## src/rtl/serial_to_parallel.sv

```systemverilog
// Serial-to-parallel deserializer with a shift buffer and an output slot.
// Applies backpressure to the serial source when both words are occupied.
module serial_to_parallel #(
    parameter int N         = 4,
    parameter bit MSB_FIRST = 1'b1
) (
    input  logic         clk,
    input  logic         rst_n,
    input  logic         serial_in,
    input  logic         serial_valid,
    output logic         serial_ready,
    output logic [N-1:0] parallel_out,
    output logic         parallel_valid,
    input  logic         parallel_ready,
    output logic         busy
);

    localparam int CW = $clog2(N);
    localparam logic [CW-1:0] LAST = CW'(N - 1);

    logic [CW-1:0] r_cnt;
    logic [N-1:0]  r_buf;
    logic          r_full;
    logic [N-1:0]  r_out;
    logic          r_valid;

    logic          w_accept;
    logic          w_last;
    logic          w_slot_free;
    logic [N-1:0]  w_shift;

    assign w_accept    = serial_valid && !r_full;
    assign w_last      = w_accept && (r_cnt == LAST);
    assign w_slot_free = !r_valid || parallel_ready;

    always_comb begin
        w_shift = r_buf;
        if (MSB_FIRST) begin
            w_shift = {r_buf[N-2:0], serial_in};
        end else begin
            w_shift = {serial_in, r_buf[N-1:1]};
        end
    end

    always_ff @(posedge clk or negedge rst_n) begin
        if (!rst_n) begin
            r_cnt <= '0;
            r_buf <= '0;
        end else if (w_accept) begin
            r_buf <= w_shift;
            r_cnt <= w_last ? '0 : r_cnt + 1'b1;
        end
    end

    // A full buffer implies no accept this cycle, so the branches are disjoint.
    always_ff @(posedge clk or negedge rst_n) begin
        if (!rst_n) begin
            r_full  <= 1'b0;
            r_out   <= '0;
            r_valid <= 1'b0;
        end else if (r_full && w_slot_free) begin
            r_out   <= r_buf;
            r_valid <= 1'b1;
            r_full  <= 1'b0;
        end else if (w_last && w_slot_free) begin
            r_out   <= w_shift;
            r_valid <= 1'b1;
        end else if (w_last) begin
            r_full  <= 1'b1;
        end else if (r_valid && parallel_ready) begin
            r_valid <= 1'b0;
        end
    end

    assign serial_ready   = !r_full;
    assign parallel_out   = r_out;
    assign parallel_valid = r_valid;
    assign busy           = (r_cnt != '0) || r_full;

endmodule

```

## config.mk

```make
export PLATFORM = sky130hd
export DESIGN_NAME = serial_to_parallel
export DESIGN_NICKNAME = d
export VERILOG_FILES = /design/src/rtl/serial_to_parallel.sv
export SDC_FILE = /design/constraint.sdc
export NUM_CORES = 1
export LEC_CHECK = 0
export ABC_AREA = 1
export CAP_MARGIN = 30
export CORE_ASPECT_RATIO = 1.5
export CORE_MARGIN = 3
export CORE_UTILIZATION = 25
export CTS_BUF_LIST = sky130_fd_sc_hd__clkbuf_4
export CTS_CLUSTER_SIZE = 16
export DETAILED_ROUTE_END_ITERATION = 16
export GPL_ROUTABILITY_DRIVEN = 0
export PLACE_DENSITY = 0.49
export SETUP_SLACK_MARGIN = 0.5
export SYNTH_ARGS = -nofsm -noshare
export SYNTH_HDL_FRONTEND = slang
export SYNTH_SLANG_ARGS = --single-unit
```

## constraint.sdc

```tcl
create_clock -name clk -period 1.5 [get_ports clk]
set_clock_uncertainty 0.15 [all_clocks]
set_input_delay 0.3 -clock clk [delete_from_list [all_inputs] [get_ports clk]]
set_output_delay 0.3 -clock clk [all_outputs]
set_load 0.05 [all_outputs]
```

==> run metrics, run 1 <==
Max FO, Critical Path=2; routed vias/inst=4.51; YS warnings=0; DR DRC count=0; Avg Synthesized Cell Area=8.46 sq um; failing checks=setup timing; Ant. Diodes=0; Nets=106; area of the die=0.00293 sq mm; Via Count=541; H-tree levels=1; Die W=45.2 um; Routed WL=1.31 mm; total grt overflow=0; Antenna Violating Nets Remaining=0; Port Buffers=11; WL/cell=around 11 um; drt pass-1 iters=2; commonest non-fill, non-tap cell in the layout=nand2_1; Tmin final=~1.5 ns; CP Capture Type=output pin; maxcap violations=0; violation count after the first detailed-route iteration=7; Slew HR=88.6%; pwr dens=1980 mW/mm^2; top-area cell type share of the netlist area=52.2%; Peak VDD IR=0.000981 V; gate count of the mapped netlist=slightly below 70; RSZ-0062 raised after global routing=true; Final setup viols=1; Seq/Total Area, Yosys=between 50% and 60%; global-route usage over all layers=10.5%; fmax=646 MHz; Pleak=0.514 nW; Initial Util=27.4%; core area=~0.0021 sq mm; worst slew pin tran=0.170 ns; most frequent cells in the layout=18 x nand2_1, 11 x buf_4, 9 x nand2_2, 7 x buf_12; status=finished, violations left; Mapped Nets=75; synth unique cells=11; Slew Limit Fails=0; share of cells above drive strength 1=62.2%; Max Buffers Root-to-Sink=2; # IOs=12; CTS tree=yes; Final Cycle Share=103%; Worst Setup Start Kind=register; top post-synthesis cells by area=dfrtp_1 52%, nand2_1 19%, nand2_4 7.8%; Sink Count=12; critical path type=register to output pin; slowest CP cell=dfrtp_1; via count of the first global-routing pass=between 500 and 600; largest net degree at the start of global routing=13; clk_lat worst skew=0.28 ns; reg2reg start=r_cnt[1]$_DFFE_PN0P_; post-detail-place hpwl=890 um; clock transition at the registers of the reported paths=0.08 ns; CP max stage delay=0.40 ns; Die H=between 60 and 70 um; first-pass GRT wire length=2.26 mm; synthesized flop and latch total=12; Fin. Hold Viols=0; critical path data required time=1.05 ns; CTS root buf=clkbuf_4; register-to-register setup slack=0.05 ns; Rows=20; Hold/Removal Path Class=primary input to async pin; setup tns final=-0.0477 ns; worst setup slack after layout=-0.0477 ns; Area Growth Syn to Fin=88.3%; synthesized area=around 580 sq um; Reg2Reg Depth=9; Final Util=51.5%; CP Buf/Inv Count=2; initial antenna violation count=0; post-synth top area cell=dfrtp_1; CP delay by family, top=flip-flops; crit path cell chain=inv_2, ha_4, nand2_8, buf_12; CTS Buf Count=3; WP data arrival=1.10 ns; terminus of the critical flop-to-flop path=parallel_out[0]$_DFFE_PN0P_
[worst register-to-register path, delay by kind of cell, from the launching register on]
family | cells | cell delay (ns)
flip-flops | 1 | 0.39
buffers and inverters | 3 | 0.33
adder cells (fa/ha/maj) | 1 | 0.16
AND/OR/NAND/NOR | 5 | 0.33
[worst max-delay path by stage]
| stage | from | end | slack [ns] | cells past startpoint |
|---|---|---|---|---|
| 3_5_place_dp | parallel_ready | parallel_out[3]$_DFFE_PN0P_ | 0.006 | 8 |
| 4_1_cts | r_cnt[1]$_DFFE_PN0P_ | busy | -0.04 | 4 |
| 3_3_place_gp | parallel_ready | parallel_out[3]$_DFFE_PN0P_ | 0.0002 | 8 |
| 2_1_floorplan | r_cnt[0]$_DFFE_PN0P_ | busy | 0.32 | 3 |
| 5_1_grt | r_cnt[0]$_DFFE_PN0P_ | busy | -0.09 | 4 |
| 6_report | r_cnt[0]$_DFFE_PN0P_ | busy | -0.05 | 4 |
[repair_timing]
item,4_1_cts,5_1_grt
hold buffers,0,0
pin swaps,4,5
setup buffers,7,4
resized for setup,19,13
endpoints found under the setup margin,19,19
[cells in the mapped netlist (all sizes together)]
| library cell | instances |
|---|---|
| o21ai | 1 |
| nand2 | 33 |
| inv | 5 |
| ha | 2 |
| nor2 | 4 |
| dfrtp | 12 |
| nand3 | 6 |
| clkinv | 1 |
| a21oi | 4 |
[final cells by class]
class	count	area [sq um]
Clock inverter	1	3.75
Fill cell	213	1020
Sequential cell	12	308
Tap cell	22	27.5
Clock buffer	3	22.5
Timing Repair Buffer	26	309
Inverter	6	35.0
Multi-Input combinational cell	50	378
[metal layers]
layer / up-vias / global-route usage, % / wire, um / part of all wire [%]
met5: - / 0 / 0 / 0
met1: 252 / 12.7 / 474 / 36
met4: 0 / 6.59 / 43 / 3.3
li1: 274 / - / - / -
met3: 5 / 1.67 / 51 / 3.9
met2: 10 / 16.5 / 738 / 56
[state kept, by name, indices dropped and copies added, names as in the netlist]
| signal | flops |
|---|---|
| parallel_out | 4 |
| r_buf | 4 |
| r_cnt | 2 |
| parallel_valid | 1 |
| r_full | 1 |
[where the power goes]
group / internal (W) / total, W / switching (W)
registers: 0.000449 / 0.000559 / 0.000110
clock network: 0.0000967 / 0.000216 / 0.000119
logic: 0.000696 / 0.00137 / 0.000671
total: 0.00124 / 0.00214 / 0.000900
[kinds of logic after synthesis]
kind of cell	after synthesis	share of synthesized area [%]
buffers and inverters	6	4.56
AO/OA/AOI/OAI	5	4.35
AND/OR/NAND/NOR	43	34.6
flip-flops	12	52.2
adder cells (fa/ha/maj)	2	4.35
[stage by stage]
step | cell area (sq um) | worst slack, ns | power [W] | cells | hold slack (ns)
after global placement | 875 | 0.000247 | 0.00156 | 105 | 0.306
after global routing | 1080 | -0.0897 | 0.00227 | 120 | 0.168
after floorplan | 637 | 0.322 | 0.00112 | 68 | -0.146
after detailed placement | 875 | 0.00590 | 0.00158 | 105 | 0.310
final | 1080 | -0.0477 | 0.00214 | 120 | 0.160
after CTS | 1010 | -0.0389 | 0.00202 | 116 | 0.171
(Power assumes the default switching activity.)
==> inputs of run 2 (changes only) <==
--- a/config.mk
+++ b/config.mk
@@ -13,7 +13,7 @@
 export CTS_BUF_LIST = sky130_fd_sc_hd__clkbuf_4
 export CTS_CLUSTER_SIZE = 16
 export DETAILED_ROUTE_END_ITERATION = 16
-export GPL_ROUTABILITY_DRIVEN = 0
+export GPL_ROUTABILITY_DRIVEN = 1
 export PLACE_DENSITY = 0.49
 export SETUP_SLACK_MARGIN = 0.5
 export SYNTH_ARGS = -nofsm -noshare
==> results of run 2 <==
No change in the layout: final DEF, timing and power equal those of run 1.
==> inputs of run 3 (changes only) <==
--- a/config.mk
+++ b/config.mk
@@ -6,14 +6,15 @@
 export NUM_CORES = 1
 export LEC_CHECK = 0
 export ABC_AREA = 1
+export ABC_CLOCK_PERIOD_IN_PS = 1500
 export CAP_MARGIN = 30
 export CORE_ASPECT_RATIO = 1.5
 export CORE_MARGIN = 3
 export CORE_UTILIZATION = 25
 export CTS_BUF_LIST = sky130_fd_sc_hd__clkbuf_4
-export CTS_CLUSTER_SIZE = 16
 export DETAILED_ROUTE_END_ITERATION = 16
 export GPL_ROUTABILITY_DRIVEN = 1
+export HOLD_SLACK_MARGIN = 0.03
 export PLACE_DENSITY = 0.49
 export SETUP_SLACK_MARGIN = 0.5
 export SYNTH_ARGS = -nofsm -noshare
==> results of run 3 <==
No change in the layout: final DEF, timing and power equal those of run 1.
